<file path="config.mk">
export PLATFORM = sky130hd
export DESIGN_NAME = pipe_bitop_alu
export DESIGN_NICKNAME = d
export VERILOG_FILES = /design/src/rtl/pipe_alu_pkg.sv /design/src/rtl/pipe_alu_stage.sv /design/src/rtl/pipe_bitop_alu.sv
export SDC_FILE = /design/constraint.sdc
export NUM_CORES = 1
export LEC_CHECK = 0
export ABC_AREA = 1
export CAP_MARGIN = 30
export CORE_MARGIN = 8
export CORE_UTILIZATION = 58
export CTS_BUF_LIST = sky130_fd_sc_hd__clkbuf_8
export DETAILED_ROUTE_END_ITERATION = 16
export PLACE_DENSITY = 0.89
export RECOVER_POWER = 100
export SETUP_SLACK_MARGIN = 0.05
export SYNTH_ARGS = -nofsm -noshare
export SYNTH_HDL_FRONTEND = slang
export SYNTH_SLANG_ARGS = --single-unit
</file>
<file path="constraint.sdc">
create_clock -name clk -period 3.1 [get_ports clk]
set_input_delay 0.62 -clock clk [delete_from_list [all_inputs] [get_ports clk]]
set_output_delay 0.62 -clock clk [all_outputs]
set_load 0.005 [all_outputs]
</file>
<file path="src/rtl/pipe_alu_pkg.sv">
// Shared opcode encodings and the operation evaluator used by pipe_bitop_alu.
// alu_eval works on zero-extended operands, so a W-bit caller finds its carry at bit W.
package pipe_alu_pkg;

  localparam logic [1:0] OP_XOR = 2'b00;
  localparam logic [1:0] OP_AND = 2'b01;
  localparam logic [1:0] OP_OR  = 2'b10;
  localparam logic [1:0] OP_ADD = 2'b11;

  // Widest operand the evaluator supports; callers zero-extend up to this.
  localparam int unsigned ALU_MAX_W = 64;

  // Returns {carry, y} packed so that for a W-bit caller bit W is the carry
  // and bits above W are zero (inputs must be zero-extended from W bits).
  function automatic logic [ALU_MAX_W:0] alu_eval(
    input logic [1:0]           op,
    input logic [ALU_MAX_W-1:0] a,
    input logic [ALU_MAX_W-1:0] b
  );
    logic [ALU_MAX_W:0] res;
    res = '0;
    case (op)
      OP_XOR:  res = {1'b0, a ^ b};
      OP_AND:  res = {1'b0, a & b};
      OP_OR:   res = {1'b0, a | b};
      default: res = {1'b0, a} + {1'b0, b};
    endcase
    return res;
  endfunction

endpackage

</file>
<file path="src/rtl/pipe_alu_stage.sv">
// One pipeline slot: a valid bit plus payload, loading whenever it is empty
// or its current contents are taken downstream this cycle.
module pipe_alu_stage #(
  parameter int unsigned DW = 17
) (
  input  logic          clk,
  input  logic          rst_n,
  input  logic          i_up_valid,
  input  logic [DW-1:0] i_up_data,
  input  logic          i_move,
  output logic          o_valid,
  output logic [DW-1:0] o_data,
  output logic          o_load_c
);

  logic          r_valid;
  logic [DW-1:0] r_data;

  // An empty slot always loads, which lets bubbles collapse behind a stall.
  assign o_load_c = !r_valid || i_move;

  always_ff @(posedge clk or negedge rst_n) begin
    if (!rst_n) begin
      r_valid <= 1'b0;
      r_data  <= '0;
    end else if (o_load_c) begin
      r_valid <= i_up_valid;
      // Payload is retained when the slot empties.
      if (i_up_valid) begin
        r_data <= i_up_data;
      end
    end
  end

  assign o_valid = r_valid;
  assign o_data  = r_data;

endmodule

</file>
<file path="src/rtl/pipe_bitop_alu.sv">
// Elastic XOR/AND/OR/ADD datapath: LAT chained stages with valid/ready on both
// sides, bubble collapse and a wrapping delivered-result counter.
module pipe_bitop_alu
  import pipe_alu_pkg::*;
#(
  parameter int unsigned W   = 16,
  parameter int unsigned LAT = 2,
  parameter int unsigned CW  = 16
) (
  input  logic          clk,
  input  logic          rst_n,
  input  logic          in_valid,
  output logic          in_ready,
  input  logic [1:0]    in_op,
  input  logic [W-1:0]  in_a,
  input  logic [W-1:0]  in_b,
  output logic          out_valid,
  input  logic          out_ready,
  output logic [W-1:0]  out_y,
  output logic          out_carry,
  output logic          busy,
  output logic [CW-1:0] done_cnt
);

  localparam int unsigned DW = W + 1;

  logic [ALU_MAX_W:0]         w_eval;
  logic [DW-1:0]              w_in_data;
  logic [LAT-1:0]             w_valid;
  logic [LAT-1:0]             w_load;
  logic [LAT-1:0]             w_move;
  logic [LAT-1:0][DW-1:0]     w_data;
  logic [CW-1:0]              r_done_cnt;

  // Result is formed at accept time; payload is {carry, y}.
  assign w_eval    = alu_eval(in_op, ALU_MAX_W'(in_a), ALU_MAX_W'(in_b));
  assign w_in_data = DW'(w_eval);

  for (genvar k = 0; k < int'(LAT); k++) begin : g_stage
    logic          w_up_valid;
    logic [DW-1:0] w_up_data;

    if (k == 0) begin : g_head
      assign w_up_valid = in_valid;
      assign w_up_data  = w_in_data;
    end else begin : g_body
      assign w_up_valid = w_valid[k-1];
      assign w_up_data  = w_data[k-1];
    end

    // Ready propagates backwards: a stage moves when the next one loads.
    if (k == int'(LAT) - 1) begin : g_tail
      assign w_move[k] = out_ready;
    end else begin : g_mid
      assign w_move[k] = w_load[k+1];
    end

    pipe_alu_stage #(
      .DW(DW)
    ) u_stage (
      .clk        (clk),
      .rst_n      (rst_n),
      .i_up_valid (w_up_valid),
      .i_up_data  (w_up_data),
      .i_move     (w_move[k]),
      .o_valid    (w_valid[k]),
      .o_data     (w_data[k]),
      .o_load_c   (w_load[k])
    );
  end

  assign in_ready  = w_load[0];
  assign out_valid = w_valid[LAT-1];
  assign out_y     = w_data[LAT-1][W-1:0];
  assign out_carry = w_data[LAT-1][W];
  assign busy      = |w_valid;

  // Count delivered results; wraps naturally at 2^CW.
  always_ff @(posedge clk or negedge rst_n) begin
    if (!rst_n) begin
      r_done_cnt <= '0;
    end else if (w_valid[LAT-1] && out_ready) begin
      r_done_cnt <= r_done_cnt + CW'(1);
    end
  end

  assign done_cnt = r_done_cnt;

endmodule
</file>
==> out/results.tsv <==
metric	value	unit
asr flop ratio synth	1.000	
CTS tree	done	
Crit path buffers/inverters	3	
fin util	0.7258	
WL/cell	14.03	um
hpwl dp	7031	um
crit path capture type	primary output	
final wirelength	8627	um
Final setup viols	0	
initial antenna violation count	0	
port buffer count	73	
GRT overflow	0	
Crit-path slowest cell	dlygate4sd3_1	
Startpoint Class	input pin	
post-synthesis sequential area ratio	0.3579	
Final Cycle Share	0.8351	
drt pass-1 iters	5	
fin. max-slew vios	0	
largest net degree at the start of global routing	41	
proportion of layout cells with a drive suffix above 1	0.05576	
MaxCap Viol Count	0	
Post-Syn Nets	534	
Starting Density	0.5860	
vias in the first global route	3192	
Avg Synthesized Cell Area	7.870	um^2
RSZ-0062 raised after global routing	false	
post-cts sizing count	0	
Synth area leaders	dfrtp_1 36%, ha_1 11%, nand2_1 11%	
Synth Register Bits	52	
cell mode on critical path	dlygate4sd3_1	
total number of vias	3295	
DR iter-0 viols	185	
Max Buffers Root-to-Sink	2	
# rows	29	
first-pass GRT wire length	14590	um
Num CTS Buffers	5	
critical path's top delay family	buffers and inverters	
status	finished clean	
vias per std cell	5.358	
Post-synth EDFFs	0	
FMAX	386.3	MHz
die width	95.18	um
core area	6205	um^2
fin crit period	2589	ps
I/O pin count	74	
post-synthesis cell count	462	
design area	4503	um^2
Clock Latency Late Sink	290	ps
CP required	2480	ps
Crit Path Category	in2out	
H-tree levels	2	
count leader, synth	nand2_1	
Root Driver	clkbuf_8	
diode count	0	
area of the mapped netlist	3636	um^2
Final Power	0.002198	W
Yosys top cell area share	0.3579	
dpl ws	502.2	ps
predominant post-synthesis flop cell	dfrtp_1	
Placed Area	4456	um^2
HP Class	in2async	
Final Wtd Congestion	0.9171	
worst-path fanout max	3	
DRC viols	0	
nets@finish	609	
VDD IR max	394.6	uV
arrival time of the worst setup path	1970	ps
clock skew	3.913	ps
max_slew headroom	0.4865	
Yosys top cell by area	dfrtp_1	
library cells used by synthesis	32	
Total GRT Usage	0.1977	
worst setup margin	511.2	ps
Die H	95.18	um
commonest cells in the netlist	106 x nand2_1, 90 x inv_1, 52 x dfrtp_1	
critical-path cell list	dlygate4sd3_1, inv_1, nand3_1, dlygate4sd3_1	
TritonCTS sink count	52	
YS warnings	0	
clock-pin slew on the worst setup and hold paths	90	ps
setup TNS	0	ps
Largest stage delay, worst path	600	ps
Layout area overhead	23.85	%
Post-CTS Hold Buffers	0	
Worst Max-Slew Pin Slew	770.3	ps
Pleak	2.394	nW
Post-CTS Setup Inserts	0	
total die area	9058	um^2
Routed Antenna Nets	0	
final hold violation count	0	
PwrDens	488.2	nW/um^2
-- metal layers --
| metal | GRT usage | part of all wire | vias up |
|---|---|---|---|
| met2 | 0.3452 | 0.49 | 153 |
| met5 | 0 | 0 | - |
| met3 | 0.02441 | 0.074 | 10 |
| li1 | - | - | 1621 |
| met1 | 0.2475 | 0.43 | 1511 |
| met4 | 0.06242 | 0.014 | 0 |
-- power by group --
group	switching, W	internal [W]	total, W
clock	0.000204	0.000236	0.000441
sequential	0.000116	0.000847	0.000963
combinational	0.000376	0.000419	0.000794
total	0.000696	0.00150	0.00220
-- registers in the layout, summed over array words and instances (netlist names) --
| name | flops |
|---|---|
| done_cnt | 16 |
| g_stage.u_stage.o_data | 34 |
| g_stage.u_stage.o_valid | 2 |
-- cell usage in the layout, fill, tap and decap left out, types with 2 or more instances in the layout --
cell               n
mux2_2            16
xor2_1            15
dlygate4sd3_1     38
xnor2_1            4
a22oi_1            2
a21oi_1           25
nor2_1            30
clkdlybuf4s50_1   34
o21ai_0           10
nand2_1          108
inv_1             92
clkbuf_8           5
buf_4              2
a31oi_1            3
nor3_1             9
o22ai_1           12
ha_1              33
nand3b_1           2
dfrtp_1           52
nand4_1            3
a221oi_1           2
nand2_2            2
nand3_1           20
a211oi_1          11
-- worst reg2reg max path, stage by stage (launching register included) --
cell	delay, ps
dfrtp_1	400
nand3_1	140
nand2_1	570
inv_1	460
nor2_1	220
a21oi_1	70
-- logic make-up after synthesis --
| group | after synthesis | share of synthesized area |
|---|---|---|
| AO/OA/AOI/OAI | 65 | 0.1056 |
| XOR/XNOR | 19 | 0.04784 |
| adder cells (fa/ha/maj) | 34 | 0.1191 |
| buffers and inverters | 99 | 0.1043 |
| flip-flops | 52 | 0.3579 |
| multiplexers | 16 | 0.04955 |
| AND/OR/NAND/NOR | 177 | 0.2158 |
-- per-stage QoR --
stage / instances / hold slack, ps
final: 615 / 368.9
after detailed placement: 607 / 484.1
after floorplan: 462 / 324.4
after global placement: 606 / 470.9
after global routing: 615 / 408.7
after CTS: 615 / 213.5
-- final timing paths --
path                                                         from                                         to  slack (ps)  depth (start not counted)
min in group clk                         done_cnt[15]$_DFFE_PN0P_                   done_cnt[15]$_DFFE_PN0P_         490                          1
setup reg to reg           g_stage[1].u_stage.o_valid$_DFFE_PN0P_  g_stage[0].u_stage.o_data[11]$_DFFE_PN0P_        1120                          5
max in group asynchronous                                   rst_n  g_stage[0].u_stage.o_data[13]$_DFFE_PN0P_        2070                          2
hold reg to reg                          done_cnt[15]$_DFFE_PN0P_                   done_cnt[15]$_DFFE_PN0P_         490                          1
setup / recovery                                        out_ready                                   in_ready         510                          4
hold / removal                                              rst_n   g_stage[1].u_stage.o_data[1]$_DFFE_PN0P_         370                          1
-- layout make-up --
| type | instances | area, um^2 |
|---|---|---|
| timing repair buffer | 76 | 759.5 |
| fill | 497 | 1702 |
| clock inverter | 3 | 38.79 |
| multi-input combinational | 311 | 1897 |
| tap | 77 | 96.34 |
| sequential | 52 | 1301 |
| inverter | 91 | 341.6 |
| clock buffer | 5 | 68.82 |
Power figures use the tool's default switching activity.
